### config.mk
export PLATFORM = sky130hd
export DESIGN_NAME = step_layer_sequencer
export DESIGN_NICKNAME = d
export VERILOG_FILES = /design/src/rtl/nsp_pkg.sv /design/src/rtl/act_skid_buf.sv /design/src/rtl/step_layer_sequencer.sv
export SDC_FILE = /design/constraint.sdc
export NUM_CORES = 1
export LEC_CHECK = 0
export BUFFER_PORTS_ARGS = -buffer_cell sky130_fd_sc_hd__buf_2
export CORE_ASPECT_RATIO = 1.5
export CORE_MARGIN = 10
export CORE_UTILIZATION = 58
export CTS_CLUSTER_SIZE = 14
export DETAILED_ROUTE_END_ITERATION = 12
export MAX_ROUTING_LAYER = met4
export PLACE_DENSITY_LB_ADDON = 0.15
export SLEW_MARGIN = 20
export SYNTH_ARGS = -nofsm -noshare
export SYNTH_HDL_FRONTEND = slang
export SYNTH_SLANG_ARGS = --single-unit
### constraint.sdc
create_clock -name i_clk -period 9.1 [get_ports i_clk]
set_clock_uncertainty 0.2 [all_clocks]
set_input_delay 0.91 -clock i_clk [delete_from_list [all_inputs] [get_ports i_clk]]
set_output_delay 0.91 -clock i_clk [all_outputs]
set_load 0.02 [all_outputs]
### src/rtl/nsp_pkg.sv
// Shared constants, state encoding and the fp16 step helper for the layer sequencer.
package nsp_pkg;

    localparam logic [15:0] FP16_ONE  = 16'h3C00;
    localparam logic [15:0] FP16_ZERO = 16'h0000;

    localparam logic [1:0] IDLE  = 2'd0;
    localparam logic [1:0] RUN   = 2'd1;
    localparam logic [1:0] DRAIN = 2'd2;
    localparam logic [1:0] FIN   = 2'd3;

    typedef enum logic [1:0] {
        S_IDLE  = IDLE,
        S_RUN   = RUN,
        S_DRAIN = DRAIN,
        S_FIN   = FIN
    } state_t;

    // Only the sign decides; NaN and Inf simply follow their sign bit.
    function automatic logic [15:0] fp16_step(input logic [15:0] value);
        return value[15] ? FP16_ZERO : FP16_ONE;
    endfunction

endpackage

### src/rtl/act_skid_buf.sv
// Two-entry FIFO of {address, stepped value} between the read return and the activation write port.
module act_skid_buf #(
    parameter int ADDR_W = 8
) (
    input  logic              i_clk,
    input  logic              i_rst,
    input  logic              i_push,
    input  logic [ADDR_W-1:0] i_push_addr,
    input  logic [15:0]       i_push_data,
    input  logic              i_pop,
    output logic              o_full,
    output logic              o_empty,
    output logic [1:0]        o_count,
    output logic [ADDR_W-1:0] o_head_addr,
    output logic [15:0]       o_head_data
);

    logic [ADDR_W-1:0] r_addr [2];
    logic [15:0]       r_data [2];
    logic              r_wptr;
    logic              r_rptr;
    logic [1:0]        r_count;
    logic              w_do_push;
    logic              w_do_pop;

    // A push into a full buffer is still honoured when the head leaves in the same cycle.
    assign w_do_pop  = i_pop && (r_count != 2'd0);
    assign w_do_push = i_push && ((r_count != 2'd2) || w_do_pop);

    always_ff @(posedge i_clk) begin
        if (i_rst) begin
            r_addr[0] <= '0;
            r_addr[1] <= '0;
            r_data[0] <= '0;
            r_data[1] <= '0;
            r_wptr    <= 1'b0;
            r_rptr    <= 1'b0;
            r_count   <= 2'd0;
        end else begin
            if (w_do_push) begin
                r_addr[r_wptr] <= i_push_addr;
                r_data[r_wptr] <= i_push_data;
                r_wptr         <= ~r_wptr;
            end
            if (w_do_pop) begin
                r_rptr <= ~r_rptr;
            end
            r_count <= r_count + {1'b0, w_do_push} - {1'b0, w_do_pop};
        end
    end

    assign o_full      = (r_count == 2'd2);
    assign o_empty     = (r_count == 2'd0);
    assign o_count     = r_count;
    assign o_head_addr = r_addr[r_rptr];
    assign o_head_data = r_data[r_rptr];

endmodule

### src/rtl/step_layer_sequencer.sv
// Walks one layer of fp16 pre-activations, applies the step function and streams results out.
// Optional FIRE_COUNT_EN adds o_fire_count, the number of 1.0 results written in the current layer.
module step_layer_sequencer #(
    parameter int ADDR_W = 8
) (
    input  logic              i_clk,
    input  logic              i_rst,
    input  logic              i_start,
    input  logic [ADDR_W-1:0] i_num_neurons,
    output logic              o_busy,
    output logic              o_done,
    output logic              o_rd_en,
    output logic [ADDR_W-1:0] o_rd_addr,
    input  logic [15:0]       i_rd_data,
    output logic              o_wr_en,
    input  logic              i_wr_ready,
    output logic [ADDR_W-1:0] o_wr_addr,
    output logic [15:0]       o_wr_data
`ifdef FIRE_COUNT_EN
    ,
    output logic [ADDR_W-1:0] o_fire_count
`endif
);

    import nsp_pkg::*;

    state_t            r_state;
    logic [ADDR_W-1:0] r_num;
    logic [ADDR_W-1:0] r_rd_addr;
    logic [ADDR_W-1:0] r_ret_addr;
    logic              r_inflight;
    logic              r_busy;
    logic              r_done;

    logic              w_full;
    logic              w_empty;
    logic [1:0]        w_count;
    logic [ADDR_W-1:0] w_head_addr;
    logic [15:0]       w_head_data;
    logic [15:0]       w_step_data;
    logic              w_pop;
    logic [2:0]        w_credit;
    logic              w_rd_en;
    logic              w_last_rd;
    logic              w_last_wr;

    assign w_step_data = fp16_step(i_rd_data);
    assign w_pop       = !w_empty && i_wr_ready;

    // Discounting this cycle's pop is what lets a 2-entry buffer sustain one neuron per cycle.
    assign w_credit  = {2'b00, r_inflight} + {1'b0, w_count} - {2'b00, w_pop};
    assign w_rd_en   = (r_state == S_RUN) && (w_credit < 3'd2) && !(w_full && !w_pop);
    assign w_last_rd = w_rd_en && (r_rd_addr == r_num - ADDR_W'(1));
    assign w_last_wr = w_pop && (w_head_addr == r_num - ADDR_W'(1));

    act_skid_buf #(.ADDR_W(ADDR_W)) u_skid (
        .i_clk       (i_clk),
        .i_rst       (i_rst),
        .i_push      (r_inflight),
        .i_push_addr (r_ret_addr),
        .i_push_data (w_step_data),
        .i_pop       (w_pop),
        .o_full      (w_full),
        .o_empty     (w_empty),
        .o_count     (w_count),
        .o_head_addr (w_head_addr),
        .o_head_data (w_head_data)
    );

    always_ff @(posedge i_clk) begin
        if (i_rst) begin
            r_state    <= S_IDLE;
            r_num      <= '0;
            r_rd_addr  <= '0;
            r_ret_addr <= '0;
            r_inflight <= 1'b0;
            r_busy     <= 1'b0;
            r_done     <= 1'b0;
        end else begin
            r_inflight <= w_rd_en;
            r_done     <= 1'b0;
            if (w_rd_en) begin
                r_ret_addr <= r_rd_addr;
                r_rd_addr  <= r_rd_addr + ADDR_W'(1);
            end
            case (r_state)
                S_IDLE: begin
                    if (i_start) begin
                        r_num     <= i_num_neurons;
                        r_rd_addr <= '0;
                        r_busy    <= 1'b1;
                        if (i_num_neurons == '0) begin
                            r_state <= S_FIN;
                            r_done  <= 1'b1;
                        end else begin
                            r_state <= S_RUN;
                        end
                    end
                end
                S_RUN: begin
                    if (w_last_rd) begin
                        r_state <= S_DRAIN;
                    end
                end
                S_DRAIN: begin
                    if (w_last_wr) begin
                        r_state <= S_FIN;
                        r_done  <= 1'b1;
                    end
                end
                S_FIN: begin
                    r_state <= S_IDLE;
                    r_busy  <= 1'b0;
                end
                default: r_state <= S_IDLE;
            endcase
        end
    end

`ifdef FIRE_COUNT_EN
    logic [ADDR_W-1:0] r_fire_count;

    always_ff @(posedge i_clk) begin
        if (i_rst) begin
            r_fire_count <= '0;
        end else if ((r_state == S_IDLE) && i_start) begin
            r_fire_count <= '0;
        end else if (w_pop && (w_head_data == FP16_ONE)) begin
            r_fire_count <= r_fire_count + ADDR_W'(1);
        end
    end

    assign o_fire_count = r_fire_count;
`endif

    assign o_busy    = r_busy;
    assign o_done    = r_done;
    assign o_rd_en   = w_rd_en;
    assign o_rd_addr = r_rd_addr;
    assign o_wr_en   = !w_empty;
    assign o_wr_addr = w_head_addr;
    assign o_wr_data = w_head_data;

endmodule

### After elaboration in Yosys (flattened, before gate mapping)

Memories as Yosys holds them, arrays and structs flattened. A register that Yosys moved wholly into a read port is not among the register bits.
Index checks and enable logic that the tools add are counted.

* output and inout port bits: 36
* bits in latches: 0
* RAM bits: 44
* word-level logic and storage cells: 83
* bits in registers: 33
* input port bits: 28
* memory bits (read-only): 0
* memories: 2

* $add $sub $neg: 6
* shift-type cells: 0
* $lt $le $gt $ge: 1
* muxes and demuxes: 30
* div/mod/pow operators: 0
* eq/ne operators: 10
* $mul: 0
* reductions and logical operators: 22
* bitwise logic cells: 2

Memories
* u_skid.r_data: depth 2, bits a word 14, rd ports 1, clocked after Yosys merged registers in 1, write ports 2, RTL line act_skid_buf.sv:19 `logic [15:0] r_data [2];`
* u_skid.r_addr: depth 2, bits a word 8, rd ports 1, clocked after Yosys merged registers in 1, write ports 2, RTL line act_skid_buf.sv:18 `logic [ADDR_W-1:0] r_addr [2];`

Operators by type and width (number)
* 8-bit two-way mux: 4
* 14-bit two-way mux: 2
* 1-bit two-way mux: 17
* 8-bit == test: 2
* 14-bit OR reduction: 1
* 8-bit by 1-bit adder with 8-bit output, second input constant: 1
* 1-bit logical AND: 8
* 8-bit zero test: 1
* 2-bit two-way mux: 4
* 2-bit != test, second input constant: 4
* 2-bit one-hot mux with 4 select lines: 1
* 8-bit OR reduction: 1
* 8-bit by 1-bit subtractor with 8-bit output, second input constant: 1
* 2-bit == test, second input constant: 3
* 2-bit zero test: 2
* 1-bit one-hot mux with 2 select lines: 2
* 2-bit AND reduction: 2
* 2-bit nonzero test: 2
* 1-bit by 2-bit adder with 3-bit output: 1
* 1-bit zero test: 3
* 3-bit by 2-bit < comparator with 1-bit output, second input constant: 1
* 3-bit AND reduction: 1
* 3-bit by 1-bit subtractor with 3-bit output: 1
* 2-bit by 1-bit adder with 2-bit output: 1
* 4 further kinds: 5

### Longest topological paths before layout

* depth after elaboration: 11
* mapped depth: 14
* mapped depth without buffers: 14

### By module

Synthesis repeated with hierarchy kept, for this count alone.

* cells, all modules: 368
* area total of the unflattened synthesis: 4127.7 µm²

Modules (own cells, without submodules)
* act_skid_buf: area an instance 2364.8 µm², times used 1, cells each 159, seq. area each 1541.5 µm²
* step_layer_sequencer: area an instance 1762.9 µm², times used 1, cells each 209, seq. area each 580.6 µm²

### Least setup slack after synthesis

OpenSTA, ideal clock, no wires.

* path kind: input to output
* start: input port i_wr_ready
* end: output port o_rd_en
* slack: 4891 ps
* arrival time: 3099 ps
* path buffers: 1
* cell stages on the path: 9
* required time: 7990 ps
* path through: nand2_1 > inv_1 > ha_1 > inv_1 > nand2_1 > fa_1 > or2_2 > a21oi_1 > clkbuf_1

* cells in the longest elaborated chain, start to end: 5
* elaborated cells on any way between the ends: 8
* those cells by class: 1 x add/sub; 1 x order compare; 6 x reduce/logical

Ends and longest elaborated chain
* start: declaration: RTL line step_layer_sequencer.sv:16 `input logic i_wr_ready,`
* 1-bit logical AND *: RTL line step_layer_sequencer.sv:48 `assign w_pop = !w_empty && i_wr_ready;`
* 3-bit by 1-bit subtractor with 3-bit output or 1-bit zero test (tied branches): RTL line step_layer_sequencer.sv:51, step_layer_sequencer.sv:52
* 3-bit by 2-bit < comparator with 1-bit output or 1-bit logical AND (tied branches): RTL line step_layer_sequencer.sv:52 `assign w_rd_en = (r_state == S_RUN) && (w_credit < 3'd2) && !(w_full && !w_pop);`
* 1-bit logical AND or 1-bit zero test (tied branches): RTL line step_layer_sequencer.sv:52
* 1-bit logical AND *: RTL line step_layer_sequencer.sv:52
* end: declaration: RTL line step_layer_sequencer.sv:12 `output logic o_rd_en,`

Mark *: on every way between the ends. The rest lies on a longest branch, timed or not.

### Worst setup path after layout

Ends and elaborated chain as after synthesis.

==> flow_summary.yaml <==
clock_network:
  clock_pin_transition_on_the_worst_setup_and_hold_timing_paths_ns: 0.09
  cts_setup_buffers: 0
  hold_buffers: 0
  tritoncts: "yes"
  ctsLongestPathBuffers: 2
  cts_repair_resize_count: 0
  clock-sinks: 52
  clkLatencyLatePin_ns: 0.31
  ctsRootBufferMaster: "sky130_fd_sc_hd__clkbuf_8"
  tritoncts.num_buffers: 5
  cts_htree_levels: 2
global_route:
  global_route.overflow_total: 0
  grt_max_degree: 33
  grt_antenna_before_repair: 0
  grt_first_pass_wirelength_um: 9660
  track_usage: 0.148
  grt_pass1_vias: 2006
power:
  reported_net_switching_power_uw: 313
  power.density_nw_per_um2: 263
  fin_total_pwr_uw: 788
  seq_power_share: 0.391
  power.static_leakage_uw: 0.00124
  power.ir.vdd_worst_uv: 183
  power.internal_uw: 475
  p_comb_frac: 0.441
  power_frac_clock: 0.168
  sw_frac_of_total: 0.398
timing:
  timing.setup.tns_ns: 0
  finalSetupViolations: 0
  rsz0062_at_grt: "no"
  timing.fmax_mhz: 244
  final.period_utilization: 0.450
  final.min_clock_period_ns: 4.09
  finalHoldViolations: 0
  setup_ws_ns: 5.01
  timing_worst_slew_pin_value_ns: 0.905
  timing.max_slew.rel_slack: 0.395
  slew_viol_final: 0
routing:
  first_pass_detailed_route_iteration_total: 4
  dr.first_iter.drc_count: 104
  routed_via_density: 5.27
  drt-wirelength-per-cell_um: 15.1
  drc_errors: 0
  routed_wirelength_um: 5710
  dr_total_vias: 1998
  antenna_violating_nets_post_route: 0
worst_setup_path:
  critPathLaunchType: "input port"
  cp-end-kind: "output port"
  critical_path_required_ns: 7.99
  timing.setup.critical_path_class: "input port to output port"
  arrival_ns: 2.98
  timing.reg2reg.worst_path_depth: 15
  cp_max_fo: 9
layout:
  mostFrequentLayoutCells: "sky130_fd_sc_hd__buf_2 (36), sky130_fd_sc_hd__dfxtp_1 (34), sky130_fd_sc_hd__nand2_1 (26), sky130_fd_sc_hd__nor2_1 (26)"
  antenna_cells: 0
  layout.cells.most_common: "sky130_fd_sc_hd__buf_2"
  area_growth_pct: 8.51
  layout.cell_area.non_filler_um2: 3000
  nNetsFinal: 352
  utilization: 0.655
  fillCellCount: 417
  drive_above_1_share: 0.190
floorplan:
  floorplan.rows: 30
  starting_utilization_of_the_core_area: 0.604
  design.die.area_um2: 7990
  dieHeight_um: 105
  die_width_um: 76.4
  core-area_um2: 4580
  pin_count: 64
placed_design:
  globalplace.congestion: 0.881
  post-dp-hpwl_um: 4380
  buffer_ports.inserted: 36
  place_ws_ns: 4.80
  postPlaceCellArea_um2: 2910
hold_path:
  min_path_type: "flop to flop"
  hold_path_depth: 2
yosys:
  synth_top_cell_by_area: "sky130_fd_sc_hd__dfxtp_1"
  synth.avg_cell_area_um2: 9.67
  yosys-top-cells-area: "sky130_fd_sc_hd__dfxtp_1 (25%), sky130_fd_sc_hd__edfxtp_1 (20%), sky130_fd_sc_hd__xnor2_1 (5.1%), sky130_fd_sc_hd__and2_1 (4.1%), sky130_fd_sc_hd__buf_4 (4.1%)"
  yosysUniqueCellTypes: 47
  synthDominantCellAreaShare: 0.246
  synthesis.area_um2: 2770
  yosys_register_bits: 52
  synth-async-reset-ratio: 0
  ys.flop_type: "sky130_fd_sc_hd__dfxtp_1"
  syn-instance-count: 286
  part_of_the_yosys_area_used_for_sequential_elements: 0.442
  number_of_enable_flip_flop_cells_after_synthesis: 18
  synth-warning-count: 0
flow_run:
  cap_violations: 0
run_status:
  run_status: "completed"
## synth_stat cells (2+ instances only)
cell type and n:
sky130_fd_sc_hd__and2_1 18, sky130_fd_sc_hd__nor2b_1 5, sky130_fd_sc_hd__nor3b_1 2, sky130_fd_sc_hd__xor2_1 11, sky130_fd_sc_hd__nor3_1 4, sky130_fd_sc_hd__mux2i_1 9, sky130_fd_sc_hd__edfxtp_1 18, sky130_fd_sc_hd__o21ai_0 3
sky130_fd_sc_hd__a21oi_1 15, sky130_fd_sc_hd__inv_1 12, sky130_fd_sc_hd__nand2_1 26, sky130_fd_sc_hd__o31ai_1 2, sky130_fd_sc_hd__buf_4 15, sky130_fd_sc_hd__mux2_2 8, sky130_fd_sc_hd__xnor2_1 16, sky130_fd_sc_hd__dfxtp_1 34
sky130_fd_sc_hd__clkbuf_1 10, sky130_fd_sc_hd__nor4_1 4, sky130_fd_sc_hd__ha_1 9, sky130_fd_sc_hd__a211oi_1 3, sky130_fd_sc_hd__or2_2 3, sky130_fd_sc_hd__nand3_1 6, sky130_fd_sc_hd__nand4_1 4, sky130_fd_sc_hd__nor2_1 26
## cells by family (layout without fill, tap and decap cells)
family                   after synthesis  after routing  share of synthesized area
AND/OR/NAND/NOR                      106            106                      0.197
other                                  1             12                    0.00136
multiplexers                          18             18                     0.0706
XOR/XNOR                              28             28                     0.0937
AO/OA/AOI/OAI                         32             32                     0.0710
flip-flops                            52             52                      0.442
adder cells (fa/ha/maj)               10             10                     0.0480
buffers and inverters                 39             57                     0.0765
## registers in the layout, summed over array words and instances (netlist names), 2 cells and up, named ones only
| register | cells |
|---|---|
| r_ret_addr | 8 |
| u_skid.o_count | 2 |
| r_state | 2 |
| u_skid.r_data | 2 |
| o_rd_addr | 8 |
| u_skid.r_addr | 16 |
| r_num | 8 |
## layout make-up
class                   count  area [um^2]  share of cell area
multi-input cells         206         1380               0.459
flip-flops and latches     52         1220               0.407
well taps                  64         80.1              0.0267
clock buffers               6         72.6              0.0242
repair buffers             37          188              0.0626
clock inverters             2         16.3             0.00542
inverters                  12         45.0              0.0150
## path summary, 6_finish.rpt
kind,slack [ns],to,startpoint
setup / recovery,5.01,o_rd_en,i_wr_ready
hold / removal,0.28,o_busy,o_busy
setup reg to reg,5.10,r_state[1],u_skid.o_count[1]
hold reg to reg,0.28,o_busy,o_busy
## critical path, stage by stage
cell and delay (ns):
sky130_fd_sc_hd__buf_2 0.12, sky130_fd_sc_hd__nand2_1 0.09, sky130_fd_sc_hd__inv_1 0.09, sky130_fd_sc_hd__ha_1 0.29
sky130_fd_sc_hd__inv_1 0.07, sky130_fd_sc_hd__nand2_1 0.07, sky130_fd_sc_hd__fa_1 0.39, sky130_fd_sc_hd__or2_2 0.32
sky130_fd_sc_hd__a21oi_2 0.37, sky130_fd_sc_hd__buf_2 0.25
## metal layers
layer	track usage	wire (um)
met1	0.166	2380
met2	0.248	2930
met3	0.0455	319
met4	0.0427	74
met5	-	0
## power groups by stage
stage / Clock [uW] / Combinational (uW) / Sequential [uW]
final: 132 / 347 / 308
after floorplan: 0 / 288 / 301
after global placement: 0 / 341 / 313
after global routing: 143 / 383 / 314
after CTS: 134 / 351 / 309
after detailed placement: 0 / 348 / 315
## through the flow
stage	hold slack, ns	instances
finish	0.277	379
CTS	0.280	379
detailed placement	0.269	371
floorplan	0.262	297
global placement	0.260	371
global route	0.306	379
(Power assumes the default switching activity.)
